===== src/rtl/pipe_hazard_ctrl.sv =====
// -----------------------------------------------------------------------------
// pipe_hazard_ctrl
//   Hazard / stall / flush controller for a 5-stage in-order pipeline.
//   A small three-state machine (RUN, MEMWAIT, HALT) is held in a register.
//   All control outputs are decoded combinationally from that state and the
//   current-cycle inputs.
//
//   Priority in RUN (and in MEMWAIT once mem_busy drops):
//     mem_busy > ex_branch_taken > load-use > halt_req
//
//   Optional feature:
//     PIPE_HAZARD_STALL_CNT_EN : when defined, stall_cnt counts the cycles in
//                                which pc_pause is high, saturating at all-ones.
//                                When undefined, stall_cnt is tied to zero and
//                                no counter register exists.
//
// Ports
//   clk, rst          : clock, synchronous active-high reset
//   id_rs, id_rt      : source register fields of the ID instruction
//   id_use_rs/_rt     : ID instruction actually reads rs / rt
//   ex_memread, ex_rd : EX instruction is a load, and its destination
//   ex_branch_taken   : taken branch/jump resolved in EX
//   mem_busy          : data memory wait request
//   halt_req, go      : ID instruction is a halt / resume while halted
//   *_pause           : hold PC or the named pipeline register
//   ifid/idex_flush   : load a bubble into IF/ID or ID/EX
//   halted            : high while in HALT
//   stall_cnt         : stall-cycle counter (see above)
// -----------------------------------------------------------------------------
module pipe_hazard_ctrl (
    input  logic        clk,
    input  logic        rst,
    input  logic [4:0]  id_rs,
    input  logic [4:0]  id_rt,
    input  logic        id_use_rs,
    input  logic        id_use_rt,
    input  logic        ex_memread,
    input  logic [4:0]  ex_rd,
    input  logic        ex_branch_taken,
    input  logic        mem_busy,
    input  logic        halt_req,
    input  logic        go,
    output logic        pc_pause,
    output logic        ifid_pause,
    output logic        idex_pause,
    output logic        exmem_pause,
    output logic        ifid_flush,
    output logic        idex_flush,
    output logic        halted,
    output logic [31:0] stall_cnt
);

    typedef enum logic [1:0] {
        RUN     = 2'd0,
        MEMWAIT = 2'd1,
        HALT    = 2'd2
    } state_e;

    state_e state_q, state_d;
    logic   load_use;

    // Register 0 is hard-wired to zero, so a load targeting it never
    // creates a dependency.
    assign load_use = ex_memread && (ex_rd != 5'd0) &&
                      ((id_use_rs && (id_rs == ex_rd)) ||
                       (id_use_rt && (id_rt == ex_rd)));

    always_comb begin
        state_d     = state_q;
        pc_pause    = 1'b0;
        ifid_pause  = 1'b0;
        idex_pause  = 1'b0;
        exmem_pause = 1'b0;
        ifid_flush  = 1'b0;
        idex_flush  = 1'b0;
        halted      = 1'b0;

        if (rst) begin
            state_d = RUN;
        end else if (state_q == HALT) begin
            // HALT ignores memory, branch and further halt requests; the
            // go cycle itself still shows HALT outputs.
            pc_pause   = 1'b1;
            ifid_pause = 1'b1;
            idex_flush = 1'b1;
            halted     = 1'b1;
            if (go) state_d = RUN;
        end else begin
            // RUN and MEMWAIT share one decode: MEMWAIT only differs in that
            // it was entered by mem_busy, which is re-evaluated every cycle.
            if (mem_busy) begin
                pc_pause    = 1'b1;
                ifid_pause  = 1'b1;
                idex_pause  = 1'b1;
                exmem_pause = 1'b1;
                state_d     = MEMWAIT;
            end else if (ex_branch_taken) begin
                ifid_flush = 1'b1;
                idex_flush = 1'b1;
                state_d    = RUN;
            end else if (load_use) begin
                pc_pause   = 1'b1;
                ifid_pause = 1'b1;
                idex_flush = 1'b1;
                state_d    = RUN;
            end else if (halt_req) begin
                pc_pause   = 1'b1;
                ifid_pause = 1'b1;
                state_d    = HALT;
            end else begin
                state_d = RUN;
            end
        end
    end

    always_ff @(posedge clk) begin
        if (rst) state_q <= RUN;
        else     state_q <= state_d;
    end

`ifdef PIPE_HAZARD_STALL_CNT_EN
    logic [31:0] stall_cnt_q;

    // pc_pause is already forced low during reset, so no extra rst gating
    // is needed on the increment.
    always_ff @(posedge clk) begin
        if (rst)
            stall_cnt_q <= 32'h0;
        else if (pc_pause && (stall_cnt_q != 32'hFFFF_FFFF))
            stall_cnt_q <= stall_cnt_q + 32'd1;
    end

    assign stall_cnt = stall_cnt_q;
`else
    assign stall_cnt = 32'h0;
`endif

endmodule


===== config.mk =====
export PLATFORM = sky130hd
export DESIGN_NAME = pipe_hazard_ctrl
export DESIGN_NICKNAME = d
export VERILOG_FILES = /design/src/rtl/pipe_hazard_ctrl.sv
export SDC_FILE = /design/constraint.sdc
export NUM_CORES = 1
export LEC_CHECK = 0
export BUFFER_PORTS_ARGS = -buffer_cell sky130_fd_sc_hd__clkbuf_2
export CAP_MARGIN = 30
export CORE_MARGIN = 4
export CORE_UTILIZATION = 36
export CTS_CLUSTER_SIZE = 12
export DETAILED_ROUTE_END_ITERATION = 16
export HOLD_SLACK_MARGIN = 0.05
export PLACE_DENSITY = 0.84
export SLEW_MARGIN = 30
export SYNTH_ARGS = -nofsm -noshare
export SYNTH_HDL_FRONTEND = slang
export SYNTH_SLANG_ARGS = --single-unit
export TNS_END_PERCENT = 100

===== constraint.sdc =====
create_clock -name clk -period 5.6 [get_ports clk]
set_input_delay 1.4 -clock clk [delete_from_list [all_inputs] [get_ports clk]]
set_output_delay 1.4 -clock clk [all_outputs]
set_load 0.02 [all_outputs]

Word-level counts from Yosys, hierarchy flattened --
Cells that the tools add are included. W data, S select, Z words.
Storage, ports and cells: register bits after elaboration 2, input bits 24, output and inout bits 39, word-level logic and storage cells 37
Cells by class: eq/ne operators 4, muxes and demuxes 26, reductions and logical operators 6
Operators by type and width (number):
- $mux W1 | 20
- $mux W2 | 6
- $eq A5 B5 Y1 | 2
- $reduce_bool A5 Y1 | 1
- $logic_and A1 B1 Y1 | 4
- $eq A2 B2 Y1 const B | 1
- $ne A2 B2 Y1 const B | 1
- $logic_or A1 B1 Y1 | 1

Longest topological paths before layout --
depth after elaboration 9, mapped depth 5, depth with buffers taken out 4

Worst setup path before layout --
No wires, ideal clock.
kind input-to-output, start point in ex_rd[3], end point out pc_pause, arrival 2.805 ns, data required time 4.200 ns, setup slack 1.395 ns, stages 5, path buffers 1, path through xor2_1 > nor4_1 > a32oi_1 > o41ai_2 > buf_4
Between the ends: cells in the longest elaborated chain, start to end 9, elaborated cells on any way between the ends 13, classes of those cells eq/ne (2); mux (5); reduce/logical (6)
Ends and longest elaborated chain:
- start, declared | RTL line 38 | input logic [4:0] ex_rd,
- $eq A5 B5 Y1 (on tied branches) | RTL line 65, 66
- $logic_and A1 B1 Y1 (on tied branches) | RTL line 65, 66
- $logic_or A1 B1 Y1 | RTL line 65 | ((id_use_rs && (id_rs == ex_rd)) ||
- $logic_and A1 B1 Y1 (*) | RTL line 64 | assign load_use = ex_memread && (ex_rd != 5'd0) &&
- $mux W1 (*) (5 in a row)
- end, declared | RTL line 43 | output logic pc_pause,
Mark *: on every way between the ends. The rest lies on a longest branch, timed or not.

Worst setup path in the final report --
start point in ex_rd[3], end point out ifid_pause
Between the ends: cells in the longest elaborated chain, start to end 9, elaborated cells on any way between the ends 13, classes of those cells eq/ne (2); mux (5); reduce/logical (6)
Ends and longest elaborated chain:
- $eq A5 B5 Y1 (on tied branches) | RTL line 65, 66
- $logic_and A1 B1 Y1 (on tied branches) | RTL line 65, 66
- $logic_or A1 B1 Y1 | RTL line 65
- $logic_and A1 B1 Y1 (*) | RTL line 64
- $mux W1 (*) | RTL line 101 | end else if (load_use) begin
- $mux W1 (*) | RTL line 97 | end else if (ex_branch_taken) begin
- $mux W1 (*) | RTL line 91 | if (mem_busy) begin
- $mux W1 (*) | RTL line 80 | end else if (state_q == HALT) begin
- $mux W1 (*) | RTL line 78 | if (rst) begin
- end, declared | RTL line 44 | output logic ifid_pause,
Marked as above.

==> Implementation_results.wiki <==
{| class="wikitable"
! Metric !! Value
|-
| Post-route design area || 617 um^2
|-
| Clock transition at path regs || 0.03 ns
|-
| Maximum clock insertion buffer count || 2
|-
| Post-Syn Instances || 71
|-
| Combined global-route utilization of all metal layers || 0.0898
|-
| Number of max-slew violations in the final report || 0
|-
| Total of hold buffers inserted after clock tree synthesis || 0
|-
| Commonest cells in the synthesized netlist || 34 x sky130_fd_sc_hd__buf_4, 8 x sky130_fd_sc_hd__xor2_1
|-
| Cell chosen for the clock root || sky130_fd_sc_hd__clkbuf_4
|-
| Cell taking the most area after synthesis || sky130_fd_sc_hd__buf_4
|-
| Proportion of synthesized chip area in sequential cells || 0.0705
|-
| Simple-gate portion of the synthesized area || 0.165
|-
| CP required || 4.20 ns
|-
| Half-perimeter wire length after placement || 1020 um
|-
| Number of register bits inferred by synthesis || 2
|-
| Static leakage || 0.363 nW
|-
| EDFF count, synth || 0
|-
| Average detailed-routed wire length per instance || 9.41 um
|-
| Average size of a mapped cell || 8.00 um^2
|-
| Most numerous cell in the Yosys netlist || sky130_fd_sc_hd__buf_4
|-
| Xor/xnor cell area share of the yosys netlist || 0.154
|-
| Routed length on met2 || 518 um
|-
| Largest cells by area after synthesis || sky130_fd_sc_hd__buf_4 45%, sky130_fd_sc_hd__xor2_1 12%, sky130_fd_sc_hd__dfxtp_1 7.0%
|-
| Maximum vdd ir drop || 0.0428 mV
|-
| Number of max-cap violations || 0
|-
| Largest registers in the final layout || state_q (2)
|-
| Width of the die || 47.7 um
|-
| Vias in the first global route || 396
|-
| Startpoint class of the critical path || input pin
|-
| Outcome || completed
|-
| Std-Cell Core Area || 1510 um^2
|-
| Total power divided by cell area || 159 nW/um^2
|-
| Filler cell count || 158
|-
| Total die area || 2280 um^2
|-
| Detailed Routing Iterations Pass 1 || 2
|-
| Largest register by flop count || state_q
|-
| Most common flop cell mapped by yosys || sky130_fd_sc_hd__dfxtp_1
|-
| Chip Height || 47.7 um
|-
| Count of buffers added by post-CTS timing repair for setup || 0
|-
| Final period demand of the worst path || 4.14 ns
|-
| # resized after CTS || 0
|-
| Setup repair after global routing missed its margin || false
|-
| Wire length of the first global-routing pass || 1450 um
|-
| Max Clock Skew || 0.000632 ns
|-
| Detailed-route wire length || 1090 um
|-
| Placed insts || 113
|-
| Placement row count || 14
|-
| Layout overhead on the synthesized area || 8.59%
|-
| Clock latency on the worst-skew pair || 0.22 ns
|-
| Setup Total Neg Slack || 0 ns
|-
| Final nets || 126
|-
| Number of antenna violations at the first check in global routing || 0
|-
| Number of DRC violations after detailed routing || 0
|-
| Ys async rst share || 0
|-
| Share of final-layout standard cells stronger than drive strength 1 || 0.390
|-
| Total global routing overflow || 0
|-
| Initial standard-cell utilization of the core || 0.377
|-
| Topmost layer with routed signal wires || met3
|-
| Worst setup path category || in2out
|-
| Via density per instance || 4.01
|-
| Number of clock sinks || 2
|-
| Post-route met1 wirelength || 382 um
|-
| Post-layout instance count excluding filler cells || 116
|-
| Largest net degree at the start of global routing || 9
|-
| Setup-failing EPs final || 0
|-
| Area fraction in compound gates after synthesis || 0.139
|-
| Unique cell type count in the Yosys netlist || 25
|-
| Number of nets still failing antenna checks after routing || 0
|-
| Post-synthesis share of cell area spent on full adders, half adders and majority gates || 0
|-
| H-tree lvl count || 1
|-
| Area share of the largest cell type after synthesis || 0.449
|-
| Combinational family with the most area after synthesis || buffers and inverters
|-
| Max FFs per register || 2
|-
| Tcrit/Tclk final || 0.738
|-
| Portion of netlist area occupied by mux cells || 0
|-
| Count of warnings emitted by yosys || 0
|-
| Max frequency || 0.242 GHz
|-
| Number of buffers inserted during clock tree synthesis || 3
|-
| CTS tree || yes
|-
| DP Worst Slack || 1.43 ns
|-
| Type of destination of the critical path || output port
|-
| Post-synthesis cell area || 568 um^2
|-
| PortBufs || 30
|-
| Type of the most critical hold path || reg2reg
|-
| Hold Violations, Final || 0
|-
| Final weighted congestion of routability-driven global placement || 0.750
|-
| Arrival time at the worst endpoint || 2.74 ns
|-
| Fin worst setup slack || 1.46 ns
|-
| Diode count || 0
|-
| Post-place instance area || 594 um^2
|-
| Initial drt markers || 3
|-
| Total number of vias || 465
|-
| Boundary pin count || 63
|-
| CP Max Fanout || 3
|-
| Met3 WL || 191 um
|}
## area by class of cell
| class | instances | area [um^2] | share of cell area |
|---|---|---|---|
| clock buffers | 3 | 22.5 | 0.0365 |
| inverters | 1 | 3.75 | 0.00609 |
| multi-input cells | 64 | 380 | 0.617 |
| flip-flops and latches | 2 | 40.0 | 0.0649 |
| well taps | 16 | 20.0 | 0.0325 |
| repair buffers | 30 | 150 | 0.243 |
## where the power goes
group	total, mW	internal [mW]	switching [mW]
Sequential	0.0154	0.0152	0.000154
Clock	0.0311	0.0236	0.00749
Combinational	0.0514	0.0154	0.0361
Total	0.0979	0.0542	0.0437
## per-layer routing
metal,vias to the layer above,track usage
met5,-,0
met4,0,0.0484
met3,0,0.0263
li1,231,-
met1,195,0.0969
met2,39,0.156
## kinds of logic after synthesis
group / count (synthesis)
compound gates: 8
simple gates: 14
flops: 2
other cells: 1
buf+inv: 36
xor+xnor: 10
## per-stage QoR
step           hold slack, ns   util  power, mW
2_1_floorplan           0.591      -     0.0700
3_3_place_gp            0.632  0.395     0.0660
3_5_place_dp            0.638  0.395     0.0666
4_1_cts                 0.641  0.409     0.0998
5_1_grt                 0.706  0.409      0.107
6_report                0.644  0.409     0.0979
## layout by cell type, fill, tap and decap left out, types with 2 or more instances in the layout
cell type / count
sky130_fd_sc_hd__xnor2_1: 2
sky130_fd_sc_hd__dfxtp_1: 2
sky130_fd_sc_hd__nor4_1: 2
sky130_fd_sc_hd__conb_1: 32
sky130_fd_sc_hd__xor2_1: 8
sky130_fd_sc_hd__clkbuf_2: 30
sky130_fd_sc_hd__nor2_1: 2
sky130_fd_sc_hd__nand2b_1: 2
sky130_fd_sc_hd__nor3b_1: 2
sky130_fd_sc_hd__clkbuf_4: 3
## final timing paths
check	start	to	slack [ns]	cells after the start
min reg2reg	state_q[1]	state_q[0]	0.64	2
max	ex_rd[3]	ifid_pause	1.46	6
max reg2reg	state_q[0]	state_q[1]	4.42	4
min	state_q[1]	state_q[0]	0.64	2
## critical path: stages
cell and delay, ns:
sky130_fd_sc_hd__clkbuf_2 0.11, sky130_fd_sc_hd__xor2_1 0.16, sky130_fd_sc_hd__nor4_1 0.28, sky130_fd_sc_hd__a32oi_1 0.20, sky130_fd_sc_hd__o41ai_2 0.35, sky130_fd_sc_hd__clkbuf_2 0.23
Power figures use the tool's default switching activity.
